==> src/rtl/fp_conv_pkg.sv <==
// Shared types and sizing helpers for the iterative fixed-to-float converter.
// Width-dependent constants are functions so every instance derives its own.
package fp_conv_pkg;

    typedef enum logic [1:0] {
        IDLE  = 2'd0,
        NORM  = 2'd1,
        ROUND = 2'd2,
        OUT   = 2'd3
    } state_t;

    localparam int DEF_EXP_W  = 3;
    localparam int DEF_MANT_W = 4;

    function automatic int calc_data_w(input int exp_w, input int mant_w);
        return mant_w + (1 << exp_w);
    endfunction

    function automatic int calc_emax(input int exp_w);
        return (1 << exp_w) - 1;
    endfunction

    localparam int EMAX       = calc_emax(DEF_EXP_W);
    localparam int DEF_DATA_W = calc_data_w(DEF_EXP_W, DEF_MANT_W);

    // Most negative input and the positive value it clamps to.
    localparam logic [DEF_DATA_W-1:0] SAT_NEG_IN  = {1'b1, {(DEF_DATA_W-1){1'b0}}};
    localparam logic [DEF_DATA_W-1:0] SAT_POS_MAG = {1'b0, {(DEF_DATA_W-1){1'b1}}};

endpackage

==> src/rtl/fp_abs_sat.sv <==
// Saturating two's-complement magnitude: the most negative code maps to the
// largest positive code so the result always fits in W-1 magnitude bits.
module fp_abs_sat #(
    parameter int W = 12
) (
    input  logic [W-1:0] d,
    output logic [W-1:0] mag
);

    // Negate negative inputs, clamping the one code that has no positive twin.
    always_comb begin
        mag = d;
        if (d == {1'b1, {(W-1){1'b0}}}) begin
            mag = {1'b0, {(W-1){1'b1}}};
        end else if (d[W-1]) begin
            mag = (~d) + {{(W-1){1'b0}}, 1'b1};
        end else begin
            mag = d;
        end
    end

endmodule

==> src/rtl/fp_convert_iter.sv <==
// Iterative converter: one normalising shift per clock, optional round-to-nearest
// with exponent saturation, results returned over a valid/ready handshake.
module fp_convert_iter
    import fp_conv_pkg::*;
#(
    parameter  int EXP_W  = 3,
    parameter  int MANT_W = 4,
    localparam int DATA_W = calc_data_w(EXP_W, MANT_W)
) (
    input  logic              clk,
    input  logic              rst,
    input  logic              in_valid,
    output logic              in_ready,
    input  logic [DATA_W-1:0] D,
    input  logic              round_en,
    output logic              out_valid,
    input  logic              out_ready,
    output logic              S,
    output logic [EXP_W-1:0]  E,
    output logic [MANT_W-1:0] F
);

    localparam logic [EXP_W-1:0] EMAX_V = EXP_W'(calc_emax(EXP_W));

    state_t              state_r;
    state_t              state_nx_s;
    logic [DATA_W-1:0]   mag_r;
    logic [DATA_W-1:0]   abs_s;
    logic [EXP_W-1:0]    exp_r;
    logic                rnd_r;
    logic                sign_r;
    logic                norm_done_s;
    logic [MANT_W-1:0]   f0_s;
    logic                guard_s;
    logic [MANT_W-1:0]   f_nx_s;
    logic [EXP_W-1:0]    e_nx_s;

    fp_abs_sat #(.W(DATA_W)) u_abs (
        .d   (D),
        .mag (abs_s)
    );

    assign norm_done_s = (exp_r == {EXP_W{1'b0}}) || mag_r[DATA_W-2];
    assign f0_s        = mag_r[DATA_W-2 -: MANT_W];
    assign guard_s     = mag_r[DATA_W-2-MANT_W];

    // State register.
    always_ff @(posedge clk or posedge rst) begin
        if (rst) begin
            state_r <= IDLE;
        end else begin
            state_r <= state_nx_s;
        end
    end

    // Next-state decode.
    always_comb begin
        state_nx_s = state_r;
        case (state_r)
            IDLE:    if (in_valid) state_nx_s = NORM;  else state_nx_s = IDLE;
            NORM:    if (norm_done_s) state_nx_s = ROUND; else state_nx_s = NORM;
            ROUND:   state_nx_s = OUT;
            OUT:     if (out_ready) state_nx_s = IDLE; else state_nx_s = OUT;
            default: state_nx_s = IDLE;
        endcase
    end

    // Handshake outputs decode straight from the state register.
    always_comb begin
        in_ready  = 1'b0;
        out_valid = 1'b0;
        if (state_r == IDLE) begin
            in_ready = 1'b1;
        end else if (state_r == OUT) begin
            out_valid = 1'b1;
        end else begin
            in_ready  = 1'b0;
            out_valid = 1'b0;
        end
    end

    // Rounding: a carry out of an all-ones significand bumps the exponent,
    // and at the top exponent the result clamps to the largest value instead.
    always_comb begin
        f_nx_s = f0_s;
        e_nx_s = exp_r;
        if (!rnd_r || !guard_s) begin
            f_nx_s = f0_s;
            e_nx_s = exp_r;
        end else if (f0_s != {MANT_W{1'b1}}) begin
            f_nx_s = f0_s + {{(MANT_W-1){1'b0}}, 1'b1};
        end else if (exp_r < EMAX_V) begin
            f_nx_s = {1'b1, {(MANT_W-1){1'b0}}};
            e_nx_s = exp_r + {{(EXP_W-1){1'b0}}, 1'b1};
        end else begin
            f_nx_s = {MANT_W{1'b1}};
            e_nx_s = EMAX_V;
        end
    end

    // Datapath: capture on accept, shift while normalising, publish on ROUND.
    always_ff @(posedge clk or posedge rst) begin
        if (rst) begin
            mag_r  <= {DATA_W{1'b0}};
            exp_r  <= {EXP_W{1'b0}};
            rnd_r  <= 1'b0;
            sign_r <= 1'b0;
            S      <= 1'b0;
            E      <= {EXP_W{1'b0}};
            F      <= {MANT_W{1'b0}};
        end else begin
            case (state_r)
                IDLE: begin
                    if (in_valid) begin
                        mag_r  <= abs_s;
                        exp_r  <= EMAX_V;
                        rnd_r  <= round_en;
                        sign_r <= D[DATA_W-1];
                    end
                end
                NORM: begin
                    if (!norm_done_s) begin
                        mag_r <= {mag_r[DATA_W-2:0], 1'b0};
                        exp_r <= exp_r - {{(EXP_W-1){1'b0}}, 1'b1};
                    end
                end
                ROUND: begin
                    S <= sign_r;
                    E <= e_nx_s;
                    F <= f_nx_s;
                end
                default: begin
                    mag_r <= mag_r;
                end
            endcase
        end
    end

endmodule
==> config.mk <==
export PLATFORM = sky130hd
export DESIGN_NAME = fp_convert_iter
export DESIGN_NICKNAME = d
export VERILOG_FILES = /design/src/rtl/fp_conv_pkg.sv /design/src/rtl/fp_abs_sat.sv /design/src/rtl/fp_convert_iter.sv
export SDC_FILE = /design/constraint.sdc
export NUM_CORES = 1
export LEC_CHECK = 0
export ABC_CLOCK_PERIOD_IN_PS = 2450
export BUFFER_PORTS_ARGS = -buffer_cell sky130_fd_sc_hd__clkbuf_2
export CORE_ASPECT_RATIO = 1.5
export CORE_MARGIN = 2
export CORE_UTILIZATION = 35
export CTS_CLUSTER_DIAMETER = 120
export DETAILED_ROUTE_END_ITERATION = 10
export HOLD_SLACK_MARGIN = 0.06
export PLACE_DENSITY = 0.52
export RECOVER_POWER = 50
export REMOVE_ABC_BUFFERS = 1
export SLEW_MARGIN = 25
export SYNTH_ARGS = -nofsm -noshare
export SYNTH_HDL_FRONTEND = slang
export SYNTH_SLANG_ARGS = --single-unit
==> constraint.sdc <==
create_clock -name clk -period 2.45 [get_ports clk]
set_clock_uncertainty 0.15 [all_clocks]
set_input_delay 0.49 -clock clk [delete_from_list [all_inputs] [get_ports clk]]
set_output_delay 0.49 -clock clk [all_outputs]
set_load 0.02 [all_outputs]
**Yosys cells after proc, flatten, opt, wreduce, memory -nomap -nowiden**

Index checks and enable logic that the tools add are counted.

- Add/subtract/negate cells: 4
- Magnitude comparators: 1
- Equal/unequal tests: 7
- Multiplexer cells: 21
- Bitwise gates (word level): 1
- Reductions and logical operators: 9

Operators with widths:

| cell | number |
|---|---|
| $mux 11 | 4 |
| $pmux 11 s2 | 1 |
| $mux 3 | 6 |
| $eq 12x12->1 const B | 1 |
| $add 11x1->11 const B | 1 |
| $not 11->11 | 1 |
| $mux 4 | 2 |
| $pmux 2 s4 | 1 |
| $pmux 3 s2 | 1 |
| $add 4x1->4 const B | 1 |
| $eq 2x2->1 const B | 2 |
| $mux 1 | 4 |
| $mux 2 | 2 |
| $ne 2x2->1 const B | 2 |
| $ne 4x4->1 const B | 1 |
| $add 3x1->3 const B | 1 |
| $logic_not 3->1 | 1 |
| $lt 3x3->1 const B | 1 |
| $reduce_and 3->1 | 1 |
| $sub 3x1->3 const B | 1 |
| $eq 2x1->1 const B | 1 |
| $logic_not 1->1 | 2 |
| $logic_not 2->1 | 1 |
| $logic_or 1x1->1 | 2 |
| other kinds (2) | 2 |

- Register bits after elaboration: 26
- Input port bits: 17
- Output and inout bits: 10
- Word-level logic and storage cells: 51

**Logic depth before layout (Yosys ltp)**

Gate-level depths: netlist of the first run.

- Word-level depth: 6
- Gate-level depth with buffers: 8
- Depth with buffers taken out: 6

**By module**

A second synthesis of the first run with hierarchy kept.

- Cell total of the unflattened synthesis: 177
- Area, all modules: 1751.7 µm²

Modules (own cells, without submodules):

| module | instances | cells each | area an instance (µm²) | sequential area each (µm²) |
|---|---|---|---|---|
| fp_convert_iter | 1 | 131 | 1451.4 | 650.6 |
| fp_abs_sat | 1 | 46 | 300.3 | 0.0 |

**Worst setup path before layout of the first run**

No wires, ideal clock.

- Path kind: register to register
- Start: reg exp_r[0]
- End: reg mag_r[1]
- Setup time: 0.125 ns
- Arrival time: 1.796 ns
- Required time: 2.175 ns
- Path slack: 0.379 ns
- Stages on the path, launching flop included: 9
- Path buffers: 2
- Period minus slack after synthesis: 2.071 ns
- Cells stage by stage: dfrtp_1 -> inv_1 -> ha_1 -> nor2b_1 -> o31a_1 -> or2_1 -> buf_6 -> buf_6 -> mux2_4

- Longest elaborated chain between the ends: 4

RTL lines:

| item | RTL line | RTL |
|---|---|---|
| start: declaration | fp_convert_iter.sv:29 | `logic [EXP_W-1:0] exp_r;` |
| start signal: assignment | fp_convert_iter.sv:105 | `exp_r <= {EXP_W{1'b0}};` |
| start signal: assignment | fp_convert_iter.sv:124 | `exp_r <= exp_r - {{(EXP_W-1){1'b0}}, 1'b1};` |
| $logic_not 3->1 | fp_convert_iter.sv:43 | `assign norm_done_s = (exp_r == {EXP_W{1'b0}}) \|\| mag_r[DATA_W-2];` |
| $logic_or 1x1->1 | fp_convert_iter.sv:43 |  |
| $ne 2x2->1 (no line) | - |  |
| $reduce_and 3->1 (no line) | - |  |
| end signal: assignment | fp_convert_iter.sv:104 | `mag_r <= {DATA_W{1'b0}};` |
| end signal: assignment | fp_convert_iter.sv:115 | `mag_r <= abs_s;` |
| end signal: assignment | fp_convert_iter.sv:123 | `mag_r <= {mag_r[DATA_W-2:0], 1'b0};` |
| end: declaration | fp_convert_iter.sv:27 | `logic [DATA_W-1:0] mag_r;` |

Every way passes these cells.
A chain may end at the register's enable or synchronous reset.

**Final worst setup path of the first run**

- Start: reg exp_r[1]
- End: reg mag_r[2]

Same word-level chain as after synthesis.

==> results of run 1 <==
[flip-flops by register name, indices dropped and copies added (netlist names)]
name / cells
rnd_r: 1
E: 3
mag_r: 11
exp_r: 3
S: 1
sign_r: 1
F: 4
state_r: 2
[area by class of cell]
cell class	instances	area, um2	share of cell area, %
flip-flops and latches	26	651	34.9
repair buffers	30	150	8.04
inverters	12	45.0	2.41
clock buffers	4	55.1	2.95
well taps	48	60.1	3.22
multi-input cells	134	906	48.5
[through the flow]
| stage | area, um2 | utilization (%) | total power, W |
|---|---|---|---|
| floorplan | 1600 | - | 0.00161 |
| finish | 1870 | 41.4 | 0.00221 |
| CTS | 1880 | 41.7 | 0.00225 |
| global placement | 1820 | 40.4 | 0.00194 |
| global route | 1870 | 41.4 | 0.00242 |
| detailed placement | 1820 | 40.4 | 0.00197 |
[cell families (layout without fill, tap and decap cells)]
logic type / after synthesis / count (layout) / share of synthesized area [%]
buffers and inverters: 19 / 46 / 5.25
and+or+nand+nor: 71 / 71 / 22.8
AOI/OAI and AO/OA: 44 / 44 / 19.7
DFF: 26 / 26 / 39.6
muxes: 8 / 8 / 5.56
xor gates and xnor gates: 6 / 6 / 3.20
adders and majority gates: 5 / 5 / 3.81
[routing by layer]
layer	vias to the layer above	routed length, um
met1	673	1540
met3	2	102
li1	702	-
met5	-	0
met4	0	29
met2	27	2180
[worst max path at each step]
stage	endpoint	slack [ns]	from	depth (start not counted)
floorplan	exp_r[1]$_DFFE_PP0P_	0.39	exp_r[0]$_DFFE_PP0P_	6
global placement	exp_r[1]$_DFFE_PP0P_	0.24	exp_r[1]$_DFFE_PP0P_	6
detailed placement	mag_r[2]$_DFFE_PP0P_	0.17	exp_r[0]$_DFFE_PP0P_	6
CTS	mag_r[2]$_DFFE_PP0P_	0.16	exp_r[0]$_DFFE_PP0P_	6
global route	exp_r[1]$_DFFE_PP0P_	0.02	exp_r[0]$_DFFE_PP0P_	6
finish	mag_r[2]$_DFFE_PP0P_	0.18	exp_r[1]$_DFFE_PP0P_	6
[cells in the final DEF, fill, tap and decap left out, types with 6 or more instances in the layout]
cell type  Yosys  final
nand2_1       20     20
nor2_1        15     15
clkbuf_2       0     21
inv_1         11     11
clkbuf_1       5      6
o21ai_0       10     10
dfrtp_1       26     26
a31oi_1        6      6
o31ai_1        7      7
[power groups by stage]
stage	combinational (W)	sequential (W)	clock (W)
after global placement	0.00110	0.000833	0
after global routing	0.00125	0.000871	0.000302
after floorplan	0.000724	0.000881	0
after CTS	0.00113	0.000834	0.000288
after detailed placement	0.00113	0.000841	0
final	0.00110	0.000832	0.000281
==> run metrics, run 1 <==
status complete, no violations; layout cells sized above 1 19.4%; top-area cell type share of the netlist area 39.6%; clk sinks 26; Ports 27; CP Launch Type flip-flop; Inst Count DP 250; delay-heaviest family, CP simple AND/OR/NAND/NOR gates; Root Driver clkbuf_8; RR Startpoint exp_r[1]$_DFFE_PP0P_; die area 0.00527 mm2; Synth area leader dfrtp_1; maximum clock frequency 440 MHz; gpl congestion 0.795; DRT antenna net count 0; chip height 87.9 um; Worst Max-Slew Pin Slew 1.41 ns; fin crit share 92.8%; Most used DFF post-synth dfrtp_1; sequential share of power 37.6%; CTS Buf Count 3; CP Max Fanout 13; Skew-Pair Late Insertion Delay 0.27 ns; slowest CP cell dfrtp_1; R2R cell count 6; CP peak stage delay 0.45 ns; Switching Power 0.000997 W; vias in the first global route 1,443; met2 global-route usage 31.5%; hold path startpoint round_en; Crit Path Class reg -> reg; placed wire-length estimate 3120 um; Synth Cell Area 0.00164 mm2; chip width 59.9 um; Buffers & Inverters on Critical Path 1; top post-synthesis cells by area dfrtp_1 40%, nand2_1 4.6%, ha_1 3.8%; routed vias 1,404; Max Cap Viol 0; count leader, synth dfrtp_1; I/O Buffers 26; CP cell instances inv_1 -> ha_1 -> nor2b_1 -> o31a_1 -> or2_1 -> mux2_1; fillcell total 484; met1 layer usage reported by global route 18.3%; Critical Path Sink Type flip-flop; post-synthesis sequential area ratio 39.6%; Worst EP arrival 2.28 ns; largest net degree at the start of global routing 27; final WL 3850 um; area grow syn2layout 13.6%; EDFF count, synth 0; Clock power frac 12.7%; final net count 229; # hold bufs at CTS 0; drt pass-1 iters 4; power density over the cells 1190 mW/mm2; switching share of power 45.0%; Leak 0.842 nW; first-pass GRT wire length 6570 um; async set-or-reset flop fraction in the synthesized netlist 100%; Gate Count Post-Synth 179; DR iter-0 viols 30; RSZ-0062 raised after global routing no; Crit Reg-Reg Endpoint mag_r[2]$_DFFE_PP0P_; relative slew slack 6.24%; Synth Area per Inst 9.18 um2; # setup viols final 0; hold endpoint rnd_r$_DFFE_PP0P_; grt met3 use 0.886%; initial antenna violation count 0; gr usage total 16.3%; Final Non-Filler Cells 254; Final Hold Violating Endpoints 0; FP Rows 30; worst vdd ir 0.522 mV; internal power 0.00122 W; number of diodes 0; Setup TNS Final 0 ns; # DRC 0; Seq cells post-synth 26; hold_ws 0.304 ns; clk slew on worst S/H paths 0.09 ns; Worst Setup Slack, final 0.176 ns; busiest grt layer met2; PostCTS Resize Cnt 0; Cells on Worst Hold Path 2; Clock Path Buffers 2; Routed wire per std cell 15.2 um; fin. max-slew vios 0; Setup Buffers After CTS 0; Vias/cell 5.53; R2R setup slack 0.18 ns; core box area 0.00450 mm2; minimum clock period 2.27 ns; htree depth 1; pre-CTS setup slack 0.174 ns; TritonCTS clock tree yes; synthesis warning total 0; grt total ovfl 0; Unique masters post-synth 44; Hold WC Path Type in -> reg; Comb pwr share 49.8%; Critical Path RT 2.46 ns; synth cell count leaders 26 x dfrtp_1, 20 x nand2_1, 15 x nor2_1; starting density of the core 36.5%
(Power assumes the default switching activity.)
==> inputs of run 2 (changes only) <==
--- a/config.mk
+++ b/config.mk
@@ -21,2 +21,3 @@
 export SYNTH_HDL_FRONTEND = slang
+export SYNTH_HIERARCHICAL = 1
 export SYNTH_SLANG_ARGS = --single-unit
--- a/constraint.sdc
+++ b/constraint.sdc
@@ -4,2 +4,2 @@
 set_output_delay 0.49 -clock clk [all_outputs]
-set_load 0.02 [all_outputs]
+set_load 0.05 [all_outputs]
==> run 2 against run 1 <==
Effect of this change: non-clock buffer count is 14 higher; worst hold slack worse by 0.053 ns; cell area is 11% higher; synthesized cell count is 2.2% lower; area after synthesis is 6.1% higher; critical path depth is 3 higher; die area is 5.7% higher; clock power is 14% lower; sequential power is 1% higher; utilization is 1.8 points higher; global-route usage is 2.2 points lower; critical path type is now in -> reg.
==> run metrics, run 2 <==
hold path startpoint out_ready; Worst EP arrival 2.31 ns (+0.03 ns); Synth Cell Area 0.00174 mm2 (+6.1%); hold endpoint state_r[0]$_DFF_PP0_; clk sinks 26 (unchanged); TritonCTS clock tree yes; Cells on Worst Hold Path 2 (unchanged); R2R setup slack 0.30 ns (+0.12 ns); Leak 0.961 nW (+14%); CP Launch Type input pin; PostCTS Resize Cnt 0 (unchanged); Area after DPL 0.00205 mm2 (+12%); vias in the first global route 1,397 (-3.2%); initial antenna violation count 0 (unchanged); slowest CP cell or3b_2; Final Hold Violating Endpoints 0 (unchanged); routed vias 1,375 (-2.1%); I/O Buffers 26 (unchanged); minimum clock period 2.30 ns (+0.0253 ns); final instance area 0.00208 mm2 (+11%); number of diodes 0 (unchanged); relative slew slack 8.94% (+2.7 points); DR iter-0 viols 60 (+100%); fin. max-slew vios 0 (unchanged); drt pass-1 iters 4 (unchanged); # setup viols final 0 (unchanged); Skew-Pair Late Insertion Delay 0.27 ns (about the same); final net count 238 (+3.9%); Crit Reg-Reg Endpoint mag_r[4]$_DFFE_PP0P_; clk slew on worst S/H paths 0.09 ns (about the same); first-pass GRT wire length 6270 um (-4.5%); power density over the cells 1210 mW/mm2 (+2.1%); Root Driver clkbuf_8; CP Max Fanout 4 (-9); max reg flops 11 (unchanged); chip width 61.6 um (+2.8%); Final Non-Filler Cells 280 (+10%); Buffers & Inverters on Critical Path 2 (+1); htree depth 1 (unchanged); CTS Buf Count 3 (unchanged); chip height 90.4 um (+2.9%); # hold bufs at CTS 0 (unchanged); worst vdd ir 0.279 mV (-47%); RSZ-0062 raised after global routing no; layout cells sized above 1 35.5% (+16 points); Critical Path Sink Type flip-flop; most common cell after layout, fill and taps aside dfrtp_1; synthesis warning total 6 (+6); Worst Max-Slew Pin Slew 1.37 ns (-0.0404 ns); FP Rows 31 (+3.3%); grt total ovfl 0 (unchanged); Crit Path Class in -> reg; Hold WC Path Type in -> reg; Gate Count Post-Synth 175 (-2.2%); delay-heaviest family, CP simple AND/OR/NAND/NOR gates; placed wire-length estimate 2800 um (-10%); area grow syn2layout 19.4%; starting density of the core 36.2% (-0.23 points); worst setup path start D[1]; Setup Buffers After CTS 0 (unchanged); fillcell total 506 (+4.5%); gr usage total 14.2% (-2.2 points); DRT antenna net count 0 (unchanged); CP peak stage delay 0.49 ns (+0.04 ns); maximum clock frequency 435 MHz (-1.1%); Inst Count DP 277 (+11%); status complete, no violations; gpl congestion 0.777 (-2.4%); Routed wire per std cell 12.5 um (-17%); Reg with most FFs mag_r; # DRC 0 (unchanged); final WL 3510 um (-9.0%); Critical Path RT 2.46 ns (about the same); largest net degree at the start of global routing 27 (unchanged); Vias/cell 4.91 (-11%); die area 0.00557 mm2 (+5.7%); Ports 27 (unchanged); biggest regs mag_r (11), F (4); core box area 0.00481 mm2 (+6.8%); Max Cap Viol 0 (unchanged); RR Startpoint exp_r[0]$_DFFE_PP0P_; Clock Path Buffers 2 (unchanged); CP cell instances clkbuf_2 -> inv_1 -> ha_1 -> or3b_2 -> o31ai_1 -> xor2_1 -> nand2_1 -> mux2_2 -> mux2_4; most frequent cells in the layout 26 x dfrtp_1, 23 x nand2_1, 23 x clkbuf_2; fin crit share 93.9% (+1.0 points); Synth Area per Inst 9.96 um2 (+8.5%); R2R cell count 7 (+1)
-- run 2: how the worst max path moves through the flow --
| stage | end | slack (ns) | depth (start not counted) |
|---|---|---|---|
| after floorplan | mag_r[6]$_DFFE_PP0P_ | 0.04 | 8 |
| after global placement | mag_r[6]$_DFFE_PP0P_ | -0.09 | 9 |
| final | mag_r[6]$_DFFE_PP0P_ | 0.15 | 9 |
| after detailed placement | mag_r[6]$_DFFE_PP0P_ | -0.15 | 9 |
| after CTS | mag_r[6]$_DFFE_PP0P_ | 0.14 | 9 |
| after global routing | mag_r[8]$_DFFE_PP0P_ | 0.03 | 9 |
-- run 2: cell type report --
cell class,count,area (um2),area share (%)
Clock buffer,3,41.3,1.98
Inverter,10,37.5,1.80
Multi-Input combinational cell,131,998,48.0
Sequential cell,26,651,31.3
Tap cell,66,82.6,3.97
Timing Repair Buffer,44,270,13.0
-- run 2: per-layer routing --
| metal | vias to the layer above | share of wire [%] | track usage (%) |
|---|---|---|---|
| met2 | 28 | 52 | 24.8 |
| met3 | 5 | 2.5 | 1.29 |
| met1 | 645 | 44 | 17.5 |
| li1 | 697 | - | - |
| met5 | - | 0 | 0 |
| met4 | 0 | 1.4 | 4.26 |
-- run 2: metrics by stage --
| stage | setup TNS [ns] | power, W | setup WS, ns | hold WS, ns | utilization [%] |
|---|---|---|---|---|---|
| after floorplan | 0 | 0.00191 | 0.0408 | 0.285 | - |
| after global placement | -0.399 | 0.00227 | -0.0947 | 0.313 | 42.6 |
| after detailed placement | -0.831 | 0.00230 | -0.152 | 0.312 | 42.6 |
| after CTS | 0 | 0.00255 | 0.142 | 0.103 | 43.4 |
| after global routing | 0 | 0.00272 | 0.0292 | 0.276 | 43.3 |
| final | 0 | 0.00252 | 0.150 | 0.251 | 43.3 |
-- run 2: report_power, final --
group	total, W	internal [W]	leakage [nW]	switching [W]
Sequential	0.000840	0.000642	0.305	0.000198
Clock	0.000241	0.000110	0.0216	0.000131
Combinational	0.00144	0.000658	0.634	0.000782
Total	0.00252	0.00141	0.961	0.00111
